--- config.mk ---
export PLATFORM = sky130hd
export DESIGN_NAME = mem_arbiter
export DESIGN_NICKNAME = d
export VERILOG_FILES = /design/src/rtl/musa_pkg.sv /design/src/rtl/mem_arbiter.sv
export SDC_FILE = /design/constraint.sdc
export NUM_CORES = 1
export LEC_CHECK = 0
export BUFFER_PORTS_ARGS = -buffer_cell sky130_fd_sc_hd__buf_4
export CAP_MARGIN = 10
export CORE_MARGIN = 2
export CORE_UTILIZATION = 40
export CTS_CLUSTER_SIZE = 28
export DETAILED_ROUTE_END_ITERATION = 16
export PLACE_DENSITY = 0.76
export SETUP_SLACK_MARGIN = 0.4
export SYNTH_ARGS = -nofsm -noshare
export SYNTH_HDL_FRONTEND = slang
export SYNTH_SLANG_ARGS = --single-unit
--- constraint.sdc ---
create_clock -name clk -period 1.82 [get_ports clk]
set_clock_uncertainty 0.05 [all_clocks]
set_input_delay 0.091 -clock clk [delete_from_list [all_inputs] [get_ports clk]]
set_output_delay 0.091 -clock clk [all_outputs]
set_load 0.03 [all_outputs]
--- src/rtl/musa_pkg.sv ---
// Shared core definitions: bus widths, memory-arbiter FSM encoding and the
// default access timing used by the memory arbiter.
package musa_pkg;

  localparam int XLEN   = 32;
  localparam int ADDR_W = 32;

  // Memory cycles per access; legal range 1..15 so the wait counter fits CNT_W.
  localparam int unsigned WAIT_STATES_DEFAULT = 1;
  localparam int          CNT_W               = 4;

  // Consecutive data grants tolerated while a fetch waits before fetch is forced.
  localparam int                  STREAK_W   = 2;
  localparam logic [STREAK_W-1:0] STREAK_MAX = 2'd3;

  typedef enum logic {
    ST_IDLE   = 1'b0,
    ST_ACCESS = 1'b1
  } arb_state_e;

  typedef enum logic {
    OWN_FETCH = 1'b0,
    OWN_DATA  = 1'b1
  } owner_e;

  function automatic logic [STREAK_W-1:0] streak_inc(input logic [STREAK_W-1:0] s);
    return (s == STREAK_MAX) ? s : s + STREAK_W'(1);
  endfunction

endpackage

--- src/rtl/mem_arbiter.sv ---
// Single-port memory arbiter between instruction fetch and data load/store.
// Data normally wins; a saturating streak counter forces a fetch after three data grants.
module mem_arbiter
  import musa_pkg::*;
#(
  parameter int unsigned WAIT_STATES = WAIT_STATES_DEFAULT
) (
  input  logic              clk,
  input  logic              reset,

  input  logic              if_req,
  input  logic [ADDR_W-1:0] if_addr,
  output logic              if_gnt,
  output logic              if_valid,
  output logic [XLEN-1:0]   if_rdata,

  input  logic              d_req,
  input  logic              d_we,
  input  logic [ADDR_W-1:0] d_addr,
  input  logic [XLEN-1:0]   d_wdata,
  output logic              d_gnt,
  output logic              d_valid,
  output logic [XLEN-1:0]   d_rdata,

  output logic              mem_en,
  output logic              mem_we,
  output logic [ADDR_W-1:0] mem_addr,
  output logic [XLEN-1:0]   mem_wdata,
  input  logic [XLEN-1:0]   mem_rdata
);

  localparam logic [CNT_W-1:0] CNT_LOAD = CNT_W'(WAIT_STATES - 1);

  arb_state_e          state_q,    state_d;
  owner_e              owner_q,    owner_d;
  logic [CNT_W-1:0]    cnt_q,      cnt_d;
  logic [STREAK_W-1:0] streak_q,   streak_d;
  logic                we_q,       we_d;
  logic [ADDR_W-1:0]   addr_q,     addr_d;
  logic [XLEN-1:0]     wdata_q,    wdata_d;
  logic                if_gnt_q,   if_gnt_d;
  logic                d_gnt_q,    d_gnt_d;
  logic                if_valid_q, if_valid_d;
  logic                d_valid_q,  d_valid_d;
  logic [XLEN-1:0]     if_rdata_q, if_rdata_d;
  logic [XLEN-1:0]     d_rdata_q,  d_rdata_d;
  logic                fetch_wins;

  // NOTE: every signal written here gets a default first, so no path leaves
  // one unassigned and no latch is inferred.
  always_comb begin
    state_d    = state_q;
    owner_d    = owner_q;
    cnt_d      = cnt_q;
    streak_d   = streak_q;
    we_d       = we_q;
    addr_d     = addr_q;
    wdata_d    = wdata_q;
    if_gnt_d   = 1'b0;
    d_gnt_d    = 1'b0;
    if_valid_d = 1'b0;
    d_valid_d  = 1'b0;
    if_rdata_d = if_rdata_q;
    d_rdata_d  = d_rdata_q;
    fetch_wins = if_req && (!d_req || streak_q == STREAK_MAX);

    unique case (state_q)
      ST_IDLE: begin
        if (if_req || d_req) begin
          state_d = ST_ACCESS;
          cnt_d   = CNT_LOAD;
          if (fetch_wins) begin
            owner_d  = OWN_FETCH;
            we_d     = 1'b0;
            addr_d   = if_addr;
            if_gnt_d = 1'b1;
            streak_d = '0;
          end else begin
            owner_d  = OWN_DATA;
            we_d     = d_we;
            addr_d   = d_addr;
            wdata_d  = d_wdata;
            d_gnt_d  = 1'b1;
            // Only count data grants that actually made a fetch wait.
            streak_d = if_req ? streak_inc(streak_q) : '0;
          end
        end
      end

      ST_ACCESS: begin
        if (cnt_q == '0) begin
          state_d = ST_IDLE;
          if (owner_q == OWN_FETCH) begin
            if_rdata_d = mem_rdata;
            if_valid_d = 1'b1;
          end else begin
            d_valid_d = 1'b1;
            if (!we_q) d_rdata_d = mem_rdata;
          end
        end else begin
          cnt_d = cnt_q - CNT_W'(1);
        end
      end

      default: state_d = ST_IDLE;
    endcase
  end

  // NOTE: state registers use non-blocking assignments so every flop samples
  // the pre-edge values regardless of statement order.
  always_ff @(posedge clk) begin
    if (!reset) begin
      state_q    <= ST_IDLE;
      owner_q    <= OWN_FETCH;
      cnt_q      <= '0;
      streak_q   <= '0;
      we_q       <= 1'b0;
      addr_q     <= '0;
      wdata_q    <= '0;
      if_gnt_q   <= 1'b0;
      d_gnt_q    <= 1'b0;
      if_valid_q <= 1'b0;
      d_valid_q  <= 1'b0;
      if_rdata_q <= '0;
      d_rdata_q  <= '0;
    end else begin
      state_q    <= state_d;
      owner_q    <= owner_d;
      cnt_q      <= cnt_d;
      streak_q   <= streak_d;
      we_q       <= we_d;
      addr_q     <= addr_d;
      wdata_q    <= wdata_d;
      if_gnt_q   <= if_gnt_d;
      d_gnt_q    <= d_gnt_d;
      if_valid_q <= if_valid_d;
      d_valid_q  <= d_valid_d;
      if_rdata_q <= if_rdata_d;
      d_rdata_q  <= d_rdata_d;
    end
  end

  // The memory port is live exactly while in ACCESS; write enable is gated by it.
  assign mem_en    = (state_q == ST_ACCESS);
  assign mem_we    = mem_en & we_q;
  assign mem_addr  = addr_q;
  assign mem_wdata = wdata_q;

  assign if_gnt    = if_gnt_q;
  assign d_gnt     = d_gnt_q;
  assign if_valid  = if_valid_q;
  assign d_valid   = d_valid_q;
  assign if_rdata  = if_rdata_q;
  assign d_rdata   = d_rdata_q;

endmodule

==> impl_results.md <==
* Unrepaired setup endpoints after global routing: yes
* Top sig layer: met4
* DR vias at slightly below 7000
* Final nets at 1188
* Final Cycle Share at between 80% and 90%
* Clock buffer depth at 2
* Vias per cell at approximately 5.5
* Worst setup path start: streak_q[0]
* Final Cell Area at approximately 11000 sq um
* Largest net degree at the start of global routing at 68
* DRC at 0
* Core Util, Final at between 70 and 80%
* Placed Area at a little under 8000 sq um
* GPL Wtd Cong at roughly 0.8
* Initial Util at roughly two fifths
* DR WL met2 at roughly 12000 um
* CP Data Arrival Time at 1890 ps
* Fmax at 630.7 MHz
* WL per Instance at ~20 um
* Place WS at 89.71 ps
* Startpoint types: register
* Clock Latency Late Sink at 420 ps
* Commonest non-fill, non-tap cell in the layout: buf_4
* Die Y at between 100 and 150 um
* Synth Register Bits at 141
* Leakage power at 4.828 nW
* Violation count after the first detailed-routing iteration at 459
* Filler cells at between 800 and 900
* Initial antenna violation count at 0
* Worst-path clk slew at ~60 ps
* FF-to-FF Start: streak_q[0]
* Number of global-route vias before repair at 6811
* H-tree levels at 4
* Total Die Area at approximately 16000 sq um
* Max Cap Viol at 0
* Commonest cells after routing, fill and taps aside: buf_4 (281), dfxtp_1 (136), dlygate4sd3_1 (130), nand2_1 (102), mux2i_1 (66)
* Mapped Cells at approximately 650
* Final hold vios at 0
* Post-synth EDFFs at 0
* Pwr/cell area at 862.6 nW/um^2
* Pwr Total at roughly 9.4 mW
* CTS tree: done
* Worst Max-Slew Pin Slew at approximately 450 ps
* Mapped Nets at between 700 and 800
* Clock root cell: clkbuf_16
* Post-synthesis sequential area ratio at about half
* CTS sink cnt at between 100 and 150
* Min-delay src: reset
* Die width at 124.5 um
* Max Slew Vio Count at 0
* Congestion Overflow GR at 0
* Met1 WL at a little over 9000 um
* DR WL met3 at between 2000 and 2500 um
* Final WS setup at 234.5 ps
* Share of layout cells above drive strength 1 at 40.09%
* Row cnt at 44
* ANT cells at 0
* GRT Overall Usage at around 28%
* Setup crit end kind: register
* Crit Path Category: reg -> reg
* Clock period minus worst slack at 1585 ps
* IO Port Bufs at around 270
* Ys Warns at 0
* WP data required at roughly 2100 ps
* Max IR drop VDD at 0.0006319 V
* CTS buffer count at 17
* Finish-stage setup viols at 0
* Global-route wire length before repair at approximately 35000 um
* Setup TNS at 0 ps
* HP Class: in -> reg
* Asr flop ratio synth at 0%
* Slew Limit Headroom at 70.24%
* Area Growth Syn to Fin at 87.42%
* DPL Wire Length at between 10000 and 15000 um
* Largest fanout on the critical path at 7
* Netlist Area Pre-Place at between 5000 and 6000 sq um
* Distinct cells, synth at 34
* Syn_area_per_cell at roughly 9 sq um
* Post-Route WL at approximately 24000 um
* Drt pass-1 iters at 5
* Antenna-violating nets left at 0
* Top_reg_cell synth: dfxtp_1
* Status: finished clean
* # IOs at between 200 and 300
* Core area at between 10000 and 15000 sq um
-- per-layer routing --
layer | GRT usage (%) | up-vias
met1 | 32.95 | 3233
met2 | 48.89 | 441
li1 | - | 3119
met3 | 7.388 | 89
met4 | 12.36 | 0
met5 | 0 | -
-- cells in the mapped netlist (2+ instances only) --
library cell  instances  area [sq um]
buf_12                5         100.1
buf_6                 5         56.30
inv_1                 4         15.01
dfxtp_1             141          2823
nand2b_1              3         18.77
mux2i_1              66         660.6
a31oi_1              32         200.2
and2_1                3         18.77
a21oi_1              71         355.3
nand3_1               4         20.02
o211ai_1             32         240.2
nor3_1                2         10.01
clkbuf_1             37         138.9
ha_1                  3         37.54
buf_2                13         65.06
buf_1                 4         15.01
buf_4                 2         15.01
nand2_1             103         386.6
o21ai_0             100         500.5
-- stage by stage --
step,hold slack (ps),cells
after floorplan,189.7,645
after global placement,313.8,1044
after detailed placement,320.1,1044
after CTS,34.87,1233
after global routing,56.96,1249
final,56.54,1249
-- registers in the layout (all words and copies together) (netlist names), 2 cells and up --
signal	cells
if_rdata	32
cnt_q	4
streak_q	2
mem_wdata	32
mem_addr	32
d_rdata	32
-- where the power goes --
group	switching (mW)	internal, mW	leakage, nW	total (mW)
registers	0.123	3.30	1.16	3.42
clock network	1.43	2.21	0.292	3.64
logic	1.23	1.10	3.38	2.34
-- cell families after synthesis --
logic type	count (synthesis)	share of synthesized area, %
AND/OR/NAND/NOR	126	9.389
buffers and inverters	71	7.235
adder cells (fa/ha/maj)	3	0.6461
multiplexers	66	11.37
flip-flops	141	48.58
AO/OA/AOI/OAI	238	22.78
-- final cells by class --
class                           instances  area (sq um)  share of cell area (%)
Timing Repair Buffer                  455          4272                   39.22
Sequential cell                       141          2831                   26.00
Clock buffer                           20         446.7                   4.102
Multi-Input combinational cell        433          2935                   26.95
Tap cell                              184         230.2                   2.114
Clock inverter                         12         160.2                   1.471
Inverter                                4         15.01                  0.1379
-- worst max-delay path, cell delays in order, from the launching register on --
cell     delay [ps]
dfxtp_2         340
ha_4            160
and2b_4         310
buf_8           150
buf_12          150
buf_4           130
o21ai_4          50
a21oi_2         160
-- what timing repair did --
| action | in CTS | in global routing |
|---|---|---|
| pin swaps | 4 | 33 |
| hold buffers | 130 | 0 |
| resized for setup | 44 | 109 |
| hold endpoints to repair | 130 | 0 |
| setup buffers | 17 | 11 |
| cloned | 10 | 5 |
| setup endpoints to repair | 131 | 131 |
-- path summary, 6_finish.rpt --
kind                                endpoint  slack, ps  cells after the start
worst max register to register  mem_addr[16]        230                      7
worst min-delay path            mem_addr[20]         60                      3
worst max-delay path            mem_addr[16]        230                      7
worst min register to register  if_rdata[26]        410                      2
(Power assumes the default switching activity.)
